--- config.mk ---
export PLATFORM = sky130hd
export DESIGN_NAME = gpr_ea_file
export DESIGN_NICKNAME = d
export VERILOG_FILES = /design/src/rtl/gpr_ea_file.sv
export SDC_FILE = /design/constraint.sdc
export NUM_CORES = 1
export LEC_CHECK = 0
export CAP_MARGIN = 20
export CORE_MARGIN = 5
export CORE_UTILIZATION = 24
export CTS_CLUSTER_DIAMETER = 30
export DETAILED_ROUTE_END_ITERATION = 10
export MAX_ROUTING_LAYER = met4
export PLACE_DENSITY_LB_ADDON = 0.05
export SYNTH_ARGS = -nofsm -noshare
export SYNTH_HDL_FRONTEND = slang
export SYNTH_SLANG_ARGS = --single-unit
--- constraint.sdc ---
create_clock -name clk -period 6.8 [get_ports clk]
set_clock_uncertainty 0.05 [all_clocks]
set_input_delay 1.36 -clock clk [delete_from_list [all_inputs] [get_ports clk]]
set_output_delay 1.36 -clock clk [all_outputs]
set_load 0.01 [all_outputs]
--- src/rtl/gpr_ea_file.sv ---
// General-purpose register file with a two-stage, handshaked multi-operand read-sum port.
// Optional GPR_BYPASS_EN: an operand matching a same-cycle write captures the new write data.
module gpr_ea_file #(
   parameter int DATA_W = 14,
   parameter int REG_N  = 16,
   parameter int REG_W  = 4,
   parameter int N_OPS  = 3
) (
   input  logic                     clk,
   input  logic                     rst_n,
   input  logic                     wr_en,
   input  logic [REG_W-1:0]         wr_addr,
   input  logic [DATA_W-1:0]        wr_data,
   input  logic                     rd_valid,
   output logic                     rd_ready,
   input  logic [N_OPS*REG_W-1:0]   rd_addr,
   output logic                     sum_valid,
   input  logic                     sum_ready,
   output logic [DATA_W-1:0]        sum_data,
   output logic                     sum_ovf
);

   localparam int SUM_W = DATA_W + 2;

   logic [DATA_W-1:0] r_regs   [REG_N];
   logic [DATA_W-1:0] r_s1_ops [N_OPS];
   logic              r_s1_valid;
   logic              r_sum_valid;
   logic [DATA_W-1:0] r_sum_data;
   logic              r_sum_ovf;

   logic [REG_W-1:0]  w_idx     [N_OPS];
   logic [DATA_W-1:0] w_capture [N_OPS];
   logic [SUM_W-1:0]  w_sum;
   logic              w_wr_hit;
   logic              w_s2_adv;
   logic              w_s1_adv;
   logic              w_accept;

   // Operand 0 sits in the most significant slice of rd_addr.
   for (genvar g = 0; g < N_OPS; g++) begin : g_idx
      assign w_idx[g] = rd_addr[(N_OPS-1-g)*REG_W +: REG_W];
   end

   assign w_wr_hit = wr_en && (int'(wr_addr) < REG_N);
   assign w_s2_adv = !r_sum_valid || sum_ready;
   assign w_s1_adv = r_s1_valid && w_s2_adv;
   assign rd_ready = !r_s1_valid || w_s2_adv;
   assign w_accept = rd_valid && rd_ready;

   // Out-of-range indices read as zero.
   always_comb begin
      for (int i = 0; i < N_OPS; i++) begin
         w_capture[i] = '0;
         if (int'(w_idx[i]) < REG_N) begin
            w_capture[i] = r_regs[w_idx[i]];
         end
`ifdef GPR_BYPASS_EN
         if (w_wr_hit && (wr_addr == w_idx[i])) begin
            w_capture[i] = wr_data;
         end
`endif
      end
   end

   // Two guard bits hold the carries of up to four operands.
   always_comb begin
      w_sum = '0;
      for (int i = 0; i < N_OPS; i++) begin
         w_sum = w_sum + {2'b00, r_s1_ops[i]};
      end
   end

   always_ff @(posedge clk) begin
      if (!rst_n) begin
         for (int i = 0; i < REG_N; i++) begin
            r_regs[i] <= '0;
         end
         for (int i = 0; i < N_OPS; i++) begin
            r_s1_ops[i] <= '0;
         end
         r_s1_valid  <= 1'b0;
         r_sum_valid <= 1'b0;
         r_sum_data  <= '0;
         r_sum_ovf   <= 1'b0;
      end else begin
         if (w_wr_hit) begin
            r_regs[wr_addr] <= wr_data;
         end

         if (w_accept) begin
            for (int i = 0; i < N_OPS; i++) begin
               r_s1_ops[i] <= w_capture[i];
            end
            r_s1_valid <= 1'b1;
         end else if (w_s1_adv) begin
            r_s1_valid <= 1'b0;
         end

         // A refill of S2 takes priority over its consumption.
         if (w_s1_adv) begin
            r_sum_data  <= w_sum[DATA_W-1:0];
            r_sum_ovf   <= |w_sum[SUM_W-1:DATA_W];
            r_sum_valid <= 1'b1;
         end else if (r_sum_valid && sum_ready) begin
            r_sum_valid <= 1'b0;
         end
      end
   end

   assign sum_valid = r_sum_valid;
   assign sum_data  = r_sum_data;
   assign sum_ovf   = r_sum_ovf;

endmodule

==> summary.md <==
| Metric | Value |
|---|---|
| Post-route ant nets | 0 |
| Max incr delay on CP | between 500 and 600 ps |
| Final period util | 0.6127 |
| Fraction of layout cells with a size suffix above 1 | 0.3355 |
| Clk Latency, worst-skew pair | about 620 ps |
| Root buf cell | clkbuf_16 |
| Setup TNS | 0 ps |
| Max-Cap Viols | 0 |
| Max Clk Rate | around 0.24 GHz |
| Mapped Area | between 0.015 and 0.02 mm² |
| Slowest CP cell | clkdlybuf4s50_1 |
| Detailed-route via count | about 10000 |
| Die H | around 270 µm |
| Crit path DAT | approximately 2800 ps |
| TritonCTS clock tree | built |
| Critical path type | in2out |
| Top Ports | 52 |
| Synth cell types | 42 |
| Worst EP required | about 5400 ps |
| Cts hold-fix bufs | 0 |
| First-pass GRT wire length | about 89000 µm |
| Post-synth ARST share | 0 |
| Layout filler cell count | ~6700 |
| Gate count of the mapped netlist | 1040 |
| Area growth from synthesis to layout | 27.69% |
| Die Wd | around 270 µm |
| Syn avg cell area | about 16 µm² |
| Avg WL per Cell | 30.86 µm |
| Initial antenna violation count | 7 |
| # rows | 96 |
| Largest net degree at the start of global routing | 43 |
| Final core utilization | 0.3083 |
| DR iter-0 viols | between 600 and 700 |
| Die Area | 0.07422 mm² |
| Number of enable flip-flop cells after synthesis | 266 |
| Post-DP HPWL | approximately 39000 µm |
| Setup violations, final | 0 |
| Worst IR Drop VDD | between 0.1 and 0.15 mV |
| Hold slack | between 300 and 400 ps |
| H-tree depth | 3 |
| Post-synth top flop | edfxtp_1 |
| Port bufs | 51 |
| CP endpoint kind | primary output |
| Vias per cell | 4.800 |
| Grt total ovfl | 0 |
| Pwr Density | 334.9 mW/mm² |
| Most frequent cells in the layout | edfxtp_1, and2_1, mux4_2 |
| Multi-input logic area | 0.007884 mm² |
| Post-CTS Setup Inserts | 0 |
| Synth warn | 0 |
| Placer's final routability congestion estimate | around 0.72 |
| Clk pin slew, worst setup/hold paths | 40 ps |
| Post-DP Area | 0.01805 mm² |
| Vias in the first global route | roughly 11000 |
| CP dominant cell by count | clkdlybuf4s50_1 |
| Fin area | ~0.021 mm² |
| Total wire length | between 60000 and 70000 µm |
| Synth Register Bits | around 280 |
| Startpoint types | input pin |
| Final Hold Viols | 0 |
| Leak | between 0.007 and 0.008 µW |
| CTS Buf Count | 91 |
| Status | finished, final reports clean |
| Min Tclk post-route | around 4200 ps |
| RSZ-0062 raised after global routing | false |
| Core Box Area | ~0.068 mm² |
| Post-cts resize count | 0 |
| Clock buffer depth | 3 |
| DRC errors left | 0 |
| Synthesized Nets | 1103 |
| FF+latch area | about 0.0083 mm² |
| HP Class | reg2reg |
| Gr usage total | 0.1801 |
| Slew headroom | 0.2954 |
| Sequential area share after synthesis | 0.5038 |
| Worst slew pin tran | 1053 ps |
| Initial Util | 0.2414 |
| Commonest non-fill, non-tap cell in the layout | edfxtp_1 |
| CTS sink cnt | roughly 280 |
| Slew Viols, Final | 0 |
| Nets | 1191 |
| Cells along the critical path | clkdlybuf4s50_1 -> nor2b_1 -> nand2_1 -> clkdlybuf4s50_1 |
| CP max FO | 5 |
| DRT Pass-1 Iters | 4 |
state kept, by name, summed over array words and instances (netlist names):
name,flops
r_s1_valid,1
sum_ovf,1
sum_valid,1
r_s1_ops,42
sum_data,14
r_regs,224
critical path: cells and delay by family:
family                 cells  cell delay [ps]
AND/OR/NAND/NOR            2              480
buffers and inverters      2              910
cell usage after synthesis (2+ instances only):
library cell / n / area, µm²
nor2_1: 23 / 86.33
o21a_1: 3 / 22.52
mux4_2: 210 / 4730
dfxtp_1: 17 / 340.3
and2_1: 229 / 1433
fa_1: 15 / 300.3
nand3_1: 7 / 35.03
o21ai_1: 27 / 135.1
a21oi_1: 14 / 70.07
o211a_1: 2 / 20.02
buf_1: 8 / 30.03
buf_6: 15 / 168.9
clkbuf_1: 57 / 214.0
nand2_1: 25 / 93.84
xor2_1: 6 / 52.55
nand2b_1: 7 / 43.79
buf_2: 9 / 45.04
nand4_1: 4 / 25.02
edfxtp_1: 266 / 7988
inv_1: 8 / 30.03
a21boi_1: 2 / 15.01
nor2b_1: 47 / 294.0
nor3_1: 5 / 25.02
ha_1: 13 / 162.7
xnor2_1: 4 / 35.03
metal layers:
layer / vias to the layer above / GRT usage / share of wire
met2: 294 / 0.3056 / 0.51
li1: 4327 / - / -
met1: 5317 / 0.2156 / 0.41
met4: 0 / 0.06031 / 0.029
met5: - / - / 0
met3: 98 / 0.03647 / 0.049
through the flow:
step           cells  worst slack, ps  total power [µW]
3_3_place_gp    1917             2450              2975
2_1_floorplan   1040             3581              2639
3_5_place_dp    1917             2465              2971
4_1_cts         2086             2632              7170
5_1_grt         2086             2506              7330
6_report        2091             2634              7069
power breakdown:
part / total, µW / internal (µW) / leakage [µW] / switching (µW)
clock: 4150 / 2940 / 0.00147 / 1210
sequential: 2110 / 2040 / 0.00274 / 77.2
combinational: 809 / 381 / 0.00305 / 428
path summary, 6_finish.rpt:
check	from	to	slack [ps]	depth (start not counted)
worst min-delay path	sum_data[2]$_SDFFE_PN0P_	sum_data[2]$_SDFFE_PN0P_	400	2
worst max-delay path	sum_ready	rd_ready	2630	4
worst max register to register	r_s1_ops[0][1]$_SDFFCE_PN0P_	sum_data[11]$_SDFFE_PN0P_	3510	9
worst min register to register	sum_data[2]$_SDFFE_PN0P_	sum_data[2]$_SDFFE_PN0P_	400	2
kinds of logic (layout without fill, tap and decap cells):
| kind of cell | count (synthesis) | in the layout | share of synthesized area |
|---|---|---|---|
| other | 0 | 5 | 0 |
| buffers and inverters | 97 | 261 | 0.02952 |
| adder cells (fa/ha/maj) | 28 | 28 | 0.02801 |
| multiplexers | 211 | 211 | 0.2867 |
| flip-flops | 283 | 283 | 0.5038 |
| XOR/XNOR | 10 | 10 | 0.005298 |
| AO/OA/AOI/OAI | 58 | 58 | 0.02074 |
| AND/OR/NAND/NOR | 353 | 353 | 0.1259 |
final cells by class:
class                      instances  share of cell area
antenna                            5           0.0005928
multi-input combinational        660              0.3735
tap                              882             0.05229
sequential                       283              0.3946
clock buffer                     119              0.1153
clock inverter                    50             0.02911
inverter                           8            0.001423
timing repair buffer              84             0.03320
Power figures use the tool's default switching activity.
